**src/rtl/weight_fetch_if.sv**
```systemverilog
// Weight-fetch bus: tile-side start/pop handshake, FIFO-head outputs and the
// weight-memory read port, bundled so the fetcher sees one port.
interface weight_fetch_if #(
    parameter int NUM_NEURONS = 128,
    parameter int ADDR_W      = 10
);
    logic                   start;
    logic                   get_weights;
    logic [NUM_NEURONS-1:0] weights;
    logic                   weights_valid;
    logic                   layer;
    logic                   last;
    logic                   busy;
    logic                   underflow;
    logic                   mem_rd;
    logic [ADDR_W-1:0]      mem_addr;
    logic [NUM_NEURONS-1:0] mem_rdata;

    // Fetcher side
    modport slave (
        input  start, get_weights, mem_rdata,
        output weights, weights_valid, layer, last, busy, underflow,
               mem_rd, mem_addr
    );

    // Tile + memory side
    modport master (
        output start, get_weights, mem_rdata,
        input  weights, weights_valid, layer, last, busy, underflow,
               mem_rd, mem_addr
    );
endinterface

```
**src/rtl/weight_fetch.sv**
```systemverilog
// Weight prefetcher: streams the binarized weight memory (layer-0 words, then
// layer-1 words) through a small FIFO that hides the fixed memory latency.
// Each word carries a layer tag and a last-of-image flag.
module weight_fetch #(
    parameter int NUM_NEURONS = 128,
    parameter int IMG_SZ      = 784,
    parameter int OUTPUT_SZ   = 10,
    parameter int MEM_LAT     = 2,
    parameter int FIFO_DEPTH  = 4,
    parameter int ADDR_W      = 10
) (
    input  logic          clk,
    input  logic          rst_n,
    weight_fetch_if.slave bus
);

    localparam int TOTAL = IMG_SZ + NUM_NEURONS;
    localparam int PTR_W = (FIFO_DEPTH > 1) ? $clog2(FIFO_DEPTH) : 1;
    localparam int CNT_W = $clog2(FIFO_DEPTH) + 1;
    localparam int OCC_W = CNT_W + 1;
    localparam logic [ADDR_W-1:0] LAST_ADDR = ADDR_W'(TOTAL - 1);
    localparam logic [ADDR_W-1:0] IMG_ADDR  = ADDR_W'(IMG_SZ);
    localparam bit PARAMS_OK = (OUTPUT_SZ <= NUM_NEURONS) && (MEM_LAT >= 1) &&
                               (FIFO_DEPTH >= MEM_LAT + 1) &&
                               ((1 << ADDR_W) >= TOTAL);

    // Refuse to elaborate with a parameter set the datapath cannot support
    if (!PARAMS_OK) begin : g_param_check
        $error("weight_fetch: inconsistent parameters");
    end

    typedef enum logic [1:0] {S_IDLE, S_FETCH, S_DRAIN} state_t;

    state_t                 state_q, state_d;
    logic [ADDR_W-1:0]      issue_ptr_q, issue_ptr_d;
    logic [MEM_LAT-1:0]     vld_q, vld_d;
    logic [MEM_LAT-1:0]     lay_pipe_q, lay_pipe_d;
    logic [MEM_LAT-1:0]     lst_pipe_q, lst_pipe_d;
    logic [NUM_NEURONS-1:0] data_fifo_q [FIFO_DEPTH];
    logic [NUM_NEURONS-1:0] data_fifo_d [FIFO_DEPTH];
    logic [FIFO_DEPTH-1:0]  lay_fifo_q, lay_fifo_d;
    logic [FIFO_DEPTH-1:0]  lst_fifo_q, lst_fifo_d;
    logic [PTR_W-1:0]       wr_ptr_q, wr_ptr_d;
    logic [PTR_W-1:0]       rd_ptr_q, rd_ptr_d;
    logic [CNT_W-1:0]       count_q, count_d;
    logic                   underflow_q, underflow_d;

    logic [CNT_W-1:0]       inflight;
    logic [OCC_W-1:0]       occ;
    logic                   head_valid;
    logic                   issue;
    logic                   push;
    logic                   pop;

    // Handshake decisions, all derived from registered state plus inputs
    always_comb begin
        inflight = '0;
        for (int i = 0; i < MEM_LAT; i++) begin
            inflight = inflight + CNT_W'(vld_q[i]);
        end
        occ        = OCC_W'(count_q) + OCC_W'(inflight);
        head_valid = (count_q != '0);
        // Reserving a slot per in-flight read means a return can never overflow
        issue      = (state_q == S_FETCH) && (occ < OCC_W'(FIFO_DEPTH));
        // A restart discards the returning word and ignores any pop
        pop        = bus.get_weights && head_valid && !bus.start;
        push       = vld_q[MEM_LAT-1] && !bus.start;
    end

    // Next-state for the FSM, read pipeline and FIFO
    always_comb begin
        state_d     = state_q;
        issue_ptr_d = issue_ptr_q;
        data_fifo_d = data_fifo_q;
        lay_fifo_d  = lay_fifo_q;
        lst_fifo_d  = lst_fifo_q;
        wr_ptr_d    = wr_ptr_q;
        rd_ptr_d    = rd_ptr_q;
        count_d     = count_q;
        underflow_d = underflow_q;

        // Tags travel alongside the read so the FIFO never decodes addresses
        vld_d[0]      = issue;
        lay_pipe_d[0] = (issue_ptr_q >= IMG_ADDR);
        lst_pipe_d[0] = (issue_ptr_q == LAST_ADDR);
        for (int i = 1; i < MEM_LAT; i++) begin
            vld_d[i]      = vld_q[i-1];
            lay_pipe_d[i] = lay_pipe_q[i-1];
            lst_pipe_d[i] = lst_pipe_q[i-1];
        end

        if (push) begin
            data_fifo_d[wr_ptr_q] = bus.mem_rdata;
            lay_fifo_d[wr_ptr_q]  = lay_pipe_q[MEM_LAT-1];
            lst_fifo_d[wr_ptr_q]  = lst_pipe_q[MEM_LAT-1];
            wr_ptr_d              = wr_ptr_q + PTR_W'(1);
        end
        if (pop) begin
            rd_ptr_d = rd_ptr_q + PTR_W'(1);
        end
        case ({push, pop})
            2'b10:   count_d = count_q + CNT_W'(1);
            2'b01:   count_d = count_q - CNT_W'(1);
            default: count_d = count_q;
        endcase

        if (bus.get_weights && !head_valid) begin
            underflow_d = 1'b1;
        end

        case (state_q)
            S_FETCH: begin
                if (issue) begin
                    issue_ptr_d = issue_ptr_q + ADDR_W'(1);
                    if (issue_ptr_q == LAST_ADDR) begin
                        state_d = S_DRAIN;
                    end
                end
            end
            S_DRAIN: begin
                if (pop && lst_fifo_q[rd_ptr_q]) begin
                    state_d = S_IDLE;
                end
            end
            default: state_d = state_q;
        endcase

        // Start (or restart) overrides everything: flush and rewind
        if (bus.start) begin
            state_d     = S_FETCH;
            issue_ptr_d = '0;
            vld_d       = '0;
            wr_ptr_d    = '0;
            rd_ptr_d    = '0;
            count_d     = '0;
            underflow_d = 1'b0;
        end
    end

    // Control state registers
    always_ff @(posedge clk or negedge rst_n) begin
        if (!rst_n) begin
            state_q     <= S_IDLE;
            issue_ptr_q <= '0;
            vld_q       <= '0;
            lay_pipe_q  <= '0;
            lst_pipe_q  <= '0;
            lay_fifo_q  <= '0;
            lst_fifo_q  <= '0;
            wr_ptr_q    <= '0;
            rd_ptr_q    <= '0;
            count_q     <= '0;
            underflow_q <= 1'b0;
        end else begin
            state_q     <= state_d;
            issue_ptr_q <= issue_ptr_d;
            vld_q       <= vld_d;
            lay_pipe_q  <= lay_pipe_d;
            lst_pipe_q  <= lst_pipe_d;
            lay_fifo_q  <= lay_fifo_d;
            lst_fifo_q  <= lst_fifo_d;
            wr_ptr_q    <= wr_ptr_d;
            rd_ptr_q    <= rd_ptr_d;
            count_q     <= count_d;
            underflow_q <= underflow_d;
        end
    end

    // FIFO data entries; cleared on reset so the head word reads 0 out of reset
    for (genvar gi = 0; gi < FIFO_DEPTH; gi++) begin : g_fifo_entry
        always_ff @(posedge clk or negedge rst_n) begin
            if (!rst_n) begin
                data_fifo_q[gi] <= '0;
            end else begin
                data_fifo_q[gi] <= data_fifo_d[gi];
            end
        end
    end

    assign bus.weights       = data_fifo_q[rd_ptr_q];
    assign bus.weights_valid = head_valid;
    assign bus.layer         = head_valid && lay_fifo_q[rd_ptr_q];
    assign bus.last          = head_valid && lst_fifo_q[rd_ptr_q];
    assign bus.busy          = (state_q != S_IDLE);
    assign bus.underflow     = underflow_q;
    assign bus.mem_rd        = issue;
    assign bus.mem_addr      = issue_ptr_q;

endmodule

```
**src/flat_wrapper.sv**
```systemverilog
// flat-port wrapper written by rule: the top's interface ports become plain ports
module weight_fetch_flat 
#(
    parameter int NUM_NEURONS = 128,
    parameter int IMG_SZ      = 784,
    parameter int OUTPUT_SZ   = 10,
    parameter int MEM_LAT     = 2,
    parameter int FIFO_DEPTH  = 4,
    parameter int ADDR_W      = 10
)
  (clk, rst_n, bus_start, bus_get_weights, bus_mem_rdata, bus_weights, bus_weights_valid, bus_layer, bus_last, bus_busy, bus_underflow, bus_mem_rd, bus_mem_addr);
  weight_fetch_if #(.NUM_NEURONS(NUM_NEURONS), .ADDR_W(ADDR_W)) bus_i ();
  input  logic clk;
  input  logic rst_n;
  input wire logic [$bits(bus_i.start)-1:0] bus_start;
  input wire logic [$bits(bus_i.get_weights)-1:0] bus_get_weights;
  input wire logic [$bits(bus_i.mem_rdata)-1:0] bus_mem_rdata;
  output wire logic [$bits(bus_i.weights)-1:0] bus_weights;
  output wire logic [$bits(bus_i.weights_valid)-1:0] bus_weights_valid;
  output wire logic [$bits(bus_i.layer)-1:0] bus_layer;
  output wire logic [$bits(bus_i.last)-1:0] bus_last;
  output wire logic [$bits(bus_i.busy)-1:0] bus_busy;
  output wire logic [$bits(bus_i.underflow)-1:0] bus_underflow;
  output wire logic [$bits(bus_i.mem_rd)-1:0] bus_mem_rd;
  output wire logic [$bits(bus_i.mem_addr)-1:0] bus_mem_addr;
  assign bus_i.start = bus_start;
  assign bus_i.get_weights = bus_get_weights;
  assign bus_i.mem_rdata = bus_mem_rdata;
  assign bus_weights = bus_i.weights;
  assign bus_weights_valid = bus_i.weights_valid;
  assign bus_layer = bus_i.layer;
  assign bus_last = bus_i.last;
  assign bus_busy = bus_i.busy;
  assign bus_underflow = bus_i.underflow;
  assign bus_mem_rd = bus_i.mem_rd;
  assign bus_mem_addr = bus_i.mem_addr;
  weight_fetch #(.NUM_NEURONS(NUM_NEURONS), .IMG_SZ(IMG_SZ), .OUTPUT_SZ(OUTPUT_SZ), .MEM_LAT(MEM_LAT), .FIFO_DEPTH(FIFO_DEPTH), .ADDR_W(ADDR_W)) u_core (.clk(clk), .rst_n(rst_n), .bus(bus_i));
endmodule
```
**config.mk**
```make
export PLATFORM = sky130hd
export DESIGN_NAME = weight_fetch_flat
export DESIGN_NICKNAME = d
export VERILOG_FILES = /design/src/rtl/weight_fetch_if.sv /design/src/rtl/weight_fetch.sv /design/src/flat_wrapper.sv
export SDC_FILE = /design/constraint.sdc
export NUM_CORES = 1
export LEC_CHECK = 0
export CAP_MARGIN = 30
export CORE_ASPECT_RATIO = 0.5
export CORE_MARGIN = 5
export CORE_UTILIZATION = 56
export CTS_CLUSTER_SIZE = 14
export DETAILED_ROUTE_END_ITERATION = 16
export PLACE_DENSITY = 0.83
export SETUP_SLACK_MARGIN = 0.4
export SYNTH_ARGS = -nofsm -noshare
export SYNTH_HDL_FRONTEND = slang
export SYNTH_SLANG_ARGS = --single-unit
```
**constraint.sdc**
```tcl
create_clock -name clk -period 2.49 [get_ports clk]
set_clock_uncertainty 0.05 [all_clocks]
set_input_delay 0.3735 -clock clk [delete_from_list [all_inputs] [get_ports clk]]
set_output_delay 0.3735 -clock clk [all_outputs]
set_load 0.05 [all_outputs]
```
==> results.md, run 1 <==
* Max-slew violation count at 0
* Pleak at 13.8 nW
* Via density at around 6.0
* Clock transition at the registers of the reported paths at around 0.07 ns
* Finished Cell Area at 29,800 um2
* Sequential Area at 13,700 um2
* ANT nets after route at 0
* Register area share after synthesis at between 50% and 60%
* Most frequent cells in the layout: 543 x dfrtp_1, 520 x mux2_2, 130 x mux4_2, 130 x clkdlybuf4s50_1, 107 x buf_6
* Ranking of synthesized cells by area: dfrtp_1 58%, mux2_2 25%, mux4_2 12%
* YS warnings at 0
* CP arrival at 2.20 ns
* Critical-path maximum fanout at 6
* Cts bufs inserted at between 40 and 50
* Post-Syn Area at 23,500 um2
* Vias in the first global route at 15,849
* Pre-antenna DRT Iters at 5
* Drt total wl at 57,500 um
* Gr usage total at 25.0%
* Clock root buffer: clkbuf_16
* Placed inst area at 27,000 um2
* CP Launch Type: register
* RSZ-0062 raised after global routing: yes
* Status: finished, violations left
* Yosys top cell by area: dfrtp_1
* Yosys reg bits at 546
* Core outline area at 41,800 um2
* Syn_nets at 1,529
* Most common cell after layout, fill and taps aside: dfrtp_1
* Via count at 13,723
* DRC at 0
* Worst-margin pin slew at 0.542 ns
* Drt first-iter violations at 567
* Initial antenna violation count at 2
* Setup violators final at 129
* Area of the multi-input gates at about 9600 um2
* HPWL Detailed at 34,400 um
* Initial core utilization at 56.4%
* Max_cap viols at 0
* Final Cycle Share at 105%
* Pwr/cell area at ~1300 nW/um2
* Peak Freq at 381 MHz
* Die area at 46,500 um2
* Global route overflow at 0
* Chip height at 155 um
* Average size of a mapped cell at 17.0 um2
* Layout cells sized above 1 at 55.5%
* Crit path kind: reg2out
* DR WL/cell at 25.1 um
* Latest clock arrival within the worst-skew pair at around 0.57 ns
* Failing checks: setup timing
* GPL Wtd Cong at 0.781
* CTS tree: yes
* Post-synth cell types at 37
* Fin. Hold Viols at 0
* Port-buffer cells at 275
* Tmin final at 2.62 ns
* CP endpoint kind: output pin
* I/O pin cnt at between 200 and 300
* Largest net degree at the start of global routing at 100
* Hold Crit Class: in2async
* Gate count after technology mapping at 1,388
* Fin worst setup slack at -0.132 ns
* Peak VDD IR at 763 uV
* Setup TNS at -10.78 ns
* Share of the synthesized area in the top cell type at 58.0%
* Area grow syn2layout at 26.7%
* Slew HR at 63.8%
* First-pass GRT wire length at roughly 92,000 um
* R2r setup slk at 0.40 ns
* Worst path required time at around 2.1 ns
* Core Rows at 53
* Clock Sinks at 546
* Die width at 300 um
* Max clock buf depth at 3
* Max H-tree Level at 2
* Post-layout net count at 1,850
* Fill cells at ~2,500
-- synth_stat cells (all sizes together) --
master / instances
nor2: 16
inv: 6
a2111oi: 1
nand4: 2
and2: 4
xor2: 7
mux4: 130
clkbuf: 18
a21oi: 6
o21a: 1
or4: 2
xnor2: 3
o211a: 1
ha: 8
nor2b: 4
nor4b: 1
nor3b: 2
nand2: 9
buf: 72
a21o: 1
o31ai: 3
nand3b: 1
and3: 2
or2: 1
o21ai: 3
nand3: 7
nor3: 5
fa: 1
mux2i: 2
or3: 2
dfrtp: 546
mux2: 520
and4: 1
-- worst max-delay path, cell delays in order (launching register included) --
cell and delay (ns):
dfrtp_4 0.52, buf_12 0.15, buf_12 0.14, buf_16 0.15, mux4_2 0.49, buf_8 0.18
-- power by group --
part           total, mW  leakage (nW)  switching (mW)  internal (mW)
clock               7.42         0.777            3.29           4.13
sequential          12.8          7.16            1.37           11.4
combinational       19.2          5.90            10.4           8.75
total               39.4          13.8            15.1           24.3
-- final timing paths --
check                                      from                 endpoint  depth (start not counted)
max                          u_core.rd_ptr_q[0]          bus_weights[44]                          5
min                                       rst_n  u_core.data_fifo_q[377]                          2
max reg2reg                     u_core.vld_q[1]   u_core.bus.mem_addr[9]                          8
min reg2reg                u_core.lst_pipe_q[0]     u_core.lst_pipe_q[1]                          0
max in group asynchronous                 rst_n  u_core.data_fifo_q[289]                          3
min in group clk           u_core.lst_pipe_q[0]     u_core.lst_pipe_q[1]                          0
-- sequential cells by signal, summed over array words and instances (netlist names) --
register,flops
u_core.count_q,3
u_core.lst_pipe_q,2
u_core.lay_fifo_q,4
u_core.wr_ptr_q,2
u_core.lay_pipe_q,2
u_core.bus.underflow,1
u_core.rd_ptr_q,2
u_core.bus.mem_addr,10
u_core.state_q,2
u_core.lst_fifo_q,4
u_core.data_fifo_q,512
u_core.vld_q,2
-- cells by family (layout without fill, tap and decap cells) --
family	after synthesis	after routing	synth area share (%)
AOI/OAI and AO/OA	16	16	0.452
buffers and inverters	96	451	1.89
muxes	652	652	37.4
and+or+nand+nor	59	59	1.38
DFF	546	546	58.0
xor gates and xnor gates	10	10	0.372
adders and majority gates	9	9	0.510
other	0	3	0
-- layout make-up --
type	instances	area share, %
diodes	3	0.0252
multi-input cells	746	32.1
clock inverters	10	0.201
flip-flops and latches	546	45.8
repair buffers	360	14.5
clock buffers	75	5.02
inverters	6	0.0839
well taps	550	2.31
-- timing repair --
item | CTS | global route
pin swaps | 7 | 5
cloned | 13 | 3
buffers inserted | 16 | 5
gates resized for setup | 184 | 16
hold endpoints to repair | 41 | 0
endpoints found under the setup margin | 227 | 138
hold buffers | 1 | 0
-- layer usage --
layer  global-route usage [%]  part of all wire (%)  vias to the layer above
li1                         -                     -                     5848
met5                        0                     0                        -
met4                     7.82                   3.1                        0
met1                     31.1                    39                     7481
met2                     46.0                    54                      272
met3                     3.65                   3.3                      122
-- through the flow --
| stage | util [%] | hold slack (ns) | power [mW] | std cells | worst slack, ns |
|---|---|---|---|---|---|
| 2_1_floorplan | - | 0.0279 | 24.3 | 1388 | 0.387 |
| 3_3_place_gp | 64.6 | 0.285 | 28.8 | 2170 | 0.0171 |
| 3_5_place_dp | 64.6 | 0.290 | 29.4 | 2170 | -0.0563 |
| 4_1_cts | 71.0 | 0.279 | 39.4 | 2285 | -0.147 |
| 5_1_grt | 71.4 | 0.306 | 40.9 | 2295 | -0.193 |
| 6_report | 71.4 | 0.281 | 39.4 | 2296 | -0.132 |
(Power assumes the default switching activity.)
==> run 2: changes to the inputs <==
- SETUP_SLACK_MARGIN: 0.4 -> unset
==> run 2 against run 1 <==
Effect of this change: the run still ends with setup timing left; critical path depth did not move; highest routed layer unchanged; final cell count fell by 1.0%; largest cell class unchanged; clock power is 4.6% lower; global-route usage down 1.1 points; total power decreased by 3.2%; sequential share of layout area is 0.93 points higher; non-clock buffer count is 18 lower; first-iteration DRC count increased by 9.7%; count of clock-buffer cells in the layout is 5 lower; flip-flop and latch count unchanged.
==> results.md, run 2 (synthesis gave the netlist of run 1 again) <==
* Status: finished, violations left
* Failing checks: setup timing
* GPL Wtd Cong at 0.801
* Finished Layout Cells at 2,272
* Drt total wl at between 50,000 and 60,000 um
* Max clock buf depth at 3
* Chip height at 155 um
* DRC at 0
* CTS tree: yes
* Clock Sinks at 546
* First-pass GRT wire length at 88,100 um
* Cts bufs inserted at 47
* Worst reg2reg path endpoint: u_core.data_fifo_q[236]
* Area grow syn2layout at 24.2%
* Slew HR at 48.3%
* Latest clock arrival within the worst-skew pair at ~0.56 ns
* Fin worst setup slack at -0.138 ns
* Clock transition at the registers of the reported paths at 0.07 ns
* Worst path required time at roughly 2.1 ns
* Most frequent cells in the layout: 544 x dfrtp_1, 520 x mux2_2, 142 x clkdlybuf4s50_1
* Initial core utilization at 56.4%
* Core outline area at 41,800 um2
* Max H-tree Level at 2
* Critical-path maximum fanout at 8
* Via count at 13,403
* Int Pwr at 23.5 mW
* Psw at ~15 mW
* Post-layout net count at approximately 1,800
* Final Cycle Share at 106%
* Setup TNS at -7.65 ns
* CP endpoint kind: output pin
* Sw frac at 38.4%
* Initial antenna violation count at 8
* DR WL/cell at 24.2 um
* Largest net degree at the start of global routing at 101
* Pre-antenna DRT Iters at 5
* Largest register FFs at roughly 510
* Largest reg by FF count: u_core.data_fifo_q
* Gr usage total at 23.9%
* Port-buffer cells at 275
* Vias in the first global route at between 15,000 and 20,000
* Global route overflow at 0
* Reg-to-Reg Start: u_core.vld_q[1]
* Peak VDD IR at 971 uV
* Die width at between 300 and 400 um
* Reg2Reg Depth at 5
* ANT nets after route at 0
* Pleak at 13.6 nW
* Fin. Hold Viols at 0
* Max-slew violation count at 0
* RSZ-0062 raised after global routing: yes
* Die area at 46,500 um2
* Crit path kind: reg2out
* Most common cell after layout, fill and taps aside: dfrtp_1
* Core Rows at 53
* Pwr/cell area at 1300 nW/um2
* Setup WS pre-CTS at -0.108 ns
* Max_cap viols at 0
* I/O pin cnt at about 280
* HPWL Detailed at 35,500 um
* Inst Count DP at around 2,200
* Logic gate share of total power at 47.8%
* Clock root buffer: clkbuf_16
* Critical path destination: bus_weights[104]
* Via density at 5.90
* Register share of total power at 33.6%
* Share of total power in the clock network at 18.6%
* Tmin final at 2.63 ns
* Drt first-iter violations at 622
* Worst setup startpoint: u_core.rd_ptr_q[0]
* Worst-margin pin slew at 0.774 ns
* R2r setup slk at ~0.21 ns
* CP arrival at 2.20 ns
* CP Launch Type: register
* Setup violators final at 100
* Peak Freq at 380 MHz
* Layout cells sized above 1 at 53.9%
* Hold Crit Class: in2async
-- run 2: cell types whose count changed in the layout (fill, tap and decap cells not counted), moves of 5 or more --
cell             change
buf_6                -8
buf_16              -10
clkinv_2             -5
dlygate4sd2_1        -8
buf_4                +7
diode_2              +5
clkdlybuf4s50_1     +12
buf_8                -7
-- run 2: worst min path at each step --
stage,start,cells after the start,endpoint
after floorplan,rst_n,0,u_core.bus.mem_addr[0]
after global placement,rst_n,1,u_core.data_fifo_q[495]
after detailed placement,rst_n,1,u_core.data_fifo_q[111]
after CTS,rst_n,2,u_core.data_fifo_q[111]
after global routing,rst_n,2,u_core.data_fifo_q[111]
final,rst_n,2,u_core.data_fifo_q[111]
-- run 2: layout make-up --
type	instances	area [um2]
clock inverters	4	45.0
inverters	6	22.5
repair buffers	342	3910
flip-flops and latches	546	13700
multi-input cells	746	9490
diodes	8	20.0
clock buffers	70	1400
fillers	2579	12500
well taps	550	688
-- run 2: what timing repair did --
action | in CTS | in global routing
pin swaps | 0 | 3
resized for setup | 96 | 26
hold buffers | 1 | 0
setup endpoints to repair | 131 | 129
buffers inserted | 5 | 3
hold endpoints to repair | 38 | 0
gates cloned | 4 | 3
-- run 2: power by group through the flow --
| stage | sequential [mW] | combinational (mW) | clock, mW |
|---|---|---|---|
| floorplan | 12.4 | 11.9 | 0 |
| global placement | 12.6 | 16.3 | 0 |
| detailed placement | 12.9 | 16.6 | 0 |
| CTS | 12.7 | 18.0 | 7.24 |
| global route | 13.0 | 19.0 | 7.63 |
| finish | 12.8 | 18.2 | 7.08 |
-- run 2: through the flow --
step | cell area [um2] | hold slack, ns | utilization, % | total power, mW
2_1_floorplan | 23500 | 0.0279 | - | 24.2
3_3_place_gp | 27000 | 0.266 | 64.7 | 28.8
3_5_place_dp | 27000 | 0.274 | 64.7 | 29.5
4_1_cts | 29000 | 0.274 | 69.5 | 38.0
5_1_grt | 29200 | 0.300 | 70.0 | 39.7
6_report | 29200 | 0.278 | 70.0 | 38.1
-- run 2: layer usage --
metal	vias to the layer above	part of all wire (%)	wire, um	global-route usage [%]
met5	-	0	0	0
met4	0	3.3	1800	7.67
met3	98	2.8	1530	3.18
met2	225	54	29800	44.1
met1	7279	40	21800	29.7
li1	5801	-	-	-
-- run 2: worst max-delay path, stage by stage, from the launching register on --
cell     delay, ns
dfrtp_4       0.45
buf_12        0.14
buf_12        0.16
buf_12        0.15
mux4_2        0.55
buf_8         0.18
==> run 3: changes to the inputs <==
- clock period: 2.49 -> 2.6 ns (I/O delays scaled with it)
==> run 3 against run 2 <==
Effect of this change: sequential share of layout area shrank 0.41 points; the flow now finishes without violations; largest power group unchanged; first-iteration DRC count grew 5.1%; final cell count grew 0.18%; wire length grew 2.2%.
==> results.md, run 3 (synthesis gave the netlist of run 1 again) <==
* Vias in the first global route at approximately 15,000
* Logic gate share of total power at 47.7%
* Clock transition at the registers of the reported paths at 0.06 ns
* Chip height at 155 um
* Status: completed
* Worst path required time at 2.16 ns
* Peak VDD IR at 888 uV
* Register share of total power at 33.2%
* RSZ-0062 raised after global routing: yes
* Initial antenna violation count at 5
* Crit path kind: reg2out
* Pre-antenna DRT Iters at 4
* Largest net degree at the start of global routing at 81
* Layout cells sized above 1 at 54.4%
* Pleak at 13.7 nW
* Worst reg2reg path endpoint: u_core.count_q[2]
* Core Rows at 53
* Worst-margin pin slew at 0.756 ns
* Reg2Reg Depth at 6
* Area grow syn2layout at 25.3%
* Fin. Hold Viols at 0
* Max-slew violation count at 0
* Port-buffer cells at 275
* Worst setup startpoint: u_core.rd_ptr_q[0]
* I/O pin cnt at 276
* Slew HR at about half
* Worst hold slack at 0.299 ns
* CTS tree: yes
* Critical-path maximum fanout at 8
* Core outline area at 41,800 um2
* Setup TNS at 0 ns
* Peak Freq at between 300 and 400 MHz
* Die area at ~47,000 um2
* Largest reg by FF count: u_core.data_fifo_q
* Global route overflow at 0
* Reg-to-Reg Start: u_core.count_q[2]
* Latest clock arrival within the worst-skew pair at 0.58 ns
* Gr usage total at 24.0%
* Via count at 13,502
* Int Pwr at 22.8 mW
* Sw frac at 38.3%
* Max clock buf depth at 3
* ANT nets after route at 0
* Critical path destination: bus_weights[50]
* CP arrival at approximately 2.2 ns
* Drt first-iter violations at 654
* Most frequent cells in the layout: 544 x dfrtp_1, 520 x mux2_2, 142 x clkdlybuf4s50_1
* Share of total power in the clock network at 19.1%
* DR WL/cell at 24.7 um
* Final Cycle Share at 99.6%
* R2r setup slk at 0.22 ns
* Clock Sinks at 546
* Post-layout net count at 1,833
* Psw at approximately 14 mW
* DRC at 0
* Drt total wl at 56,200 um
* Initial core utilization at a little under three fifths
* Largest register FFs at 512
* GPL Wtd Cong at slightly above 0.8
* HPWL Detailed at 35,800 um
* Pwr/cell area at roughly 1300 nW/um2
* Fill cells at 2,511
* CP Launch Type: register
* Max_cap viols at 0
* Hold Crit Class: reg2reg
* Total chip power at 36.9 mW
* Post-Route Utilization at 70.6%
* Max H-tree Level at 2
* First-pass GRT wire length at about 90,000 um
* Via density at 5.93
* CP endpoint kind: output pin
* Cts bufs inserted at 48
* Setup violators final at 0
* Tmin final at 2.59 ns
* Die width at 300 um
* Most common cell after layout, fill and taps aside: dfrtp_1
* Clock root buffer: clkbuf_16
-- run 3: metrics by stage --
stage / std cells / setup WS (ns) / cell area [um2]
global placement: 2171 / 0.0290 / 27100
detailed placement: 2171 / -0.0474 / 27100
CTS: 2263 / -0.0172 / 29000
global route: 2276 / -0.0442 / 29500
finish: 2276 / 0.0112 / 29500
floorplan: 1388 / 0.266 / 23500
-- run 3: timing repair --
| action | in CTS | in global routing |
|---|---|---|
| hold endpoints to repair | 54 | 0 |
| buffers inserted | 8 | 5 |
| pin swaps | 0 | 0 |
| hold buffers | 1 | 0 |
| endpoints found under the setup margin | 132 | 115 |
| cloned | 4 | 5 |
| gates resized for setup | 63 | 77 |
-- run 3: critical path, stage by stage (launching register included) --
cell	delay, ns
dfrtp_4	0.47
buf_12	0.20
clkbuf_16	0.19
mux4_2	0.54
buf_6	0.18
-- run 3: area by class of cell --
cell class / instances / area, um2 / area share, %
Multi-Input combinational cell: 746 / 9490 / 32.2
Inverter: 6 / 22.5 / 0.0764
Clock buffer: 70 / 1430 / 4.83
Antenna cell: 5 / 12.5 / 0.0424
Timing Repair Buffer: 344 / 4090 / 13.9
Tap cell: 550 / 688 / 2.33
Clock inverter: 9 / 103 / 0.348
Sequential cell: 546 / 13700 / 46.3
-- run 3: routing by layer --
layer,vias up,global-route usage (%),wire length [um]
met1,7308,29.2,21700
met3,117,3.57,1740
met5,-,0,0
met2,260,43.9,30600
li1,5817,-,-
met4,0,9.39,2080
-- run 3: power by group through the flow --
stage                     logic (mW)  clock network, mW  registers [mW]
after floorplan                 11.4                  0            11.9
after global placement          15.5                  0            12.1
after detailed placement        15.8                  0            12.4
after CTS                       16.8               7.17            12.2
after global routing            18.3               7.55            12.5
final                           17.6               7.06            12.3
-- run 3: worst min-delay path by stage --
stage	from	end	slack (ns)	cells after the start
after floorplan	rst_n	u_core.bus.mem_addr[0]	0.04	0
final	u_core.lst_pipe_q[0]	u_core.lst_pipe_q[1]	0.30	0
after detailed placement	u_core.lst_pipe_q[0]	u_core.lst_pipe_q[1]	0.28	0
after global routing	u_core.lay_pipe_q[0]	u_core.lay_pipe_q[1]	0.31	0
after CTS	u_core.lst_pipe_q[0]	u_core.lst_pipe_q[1]	0.30	0
after global placement	u_core.lay_pipe_q[0]	u_core.lay_pipe_q[1]	0.29	0
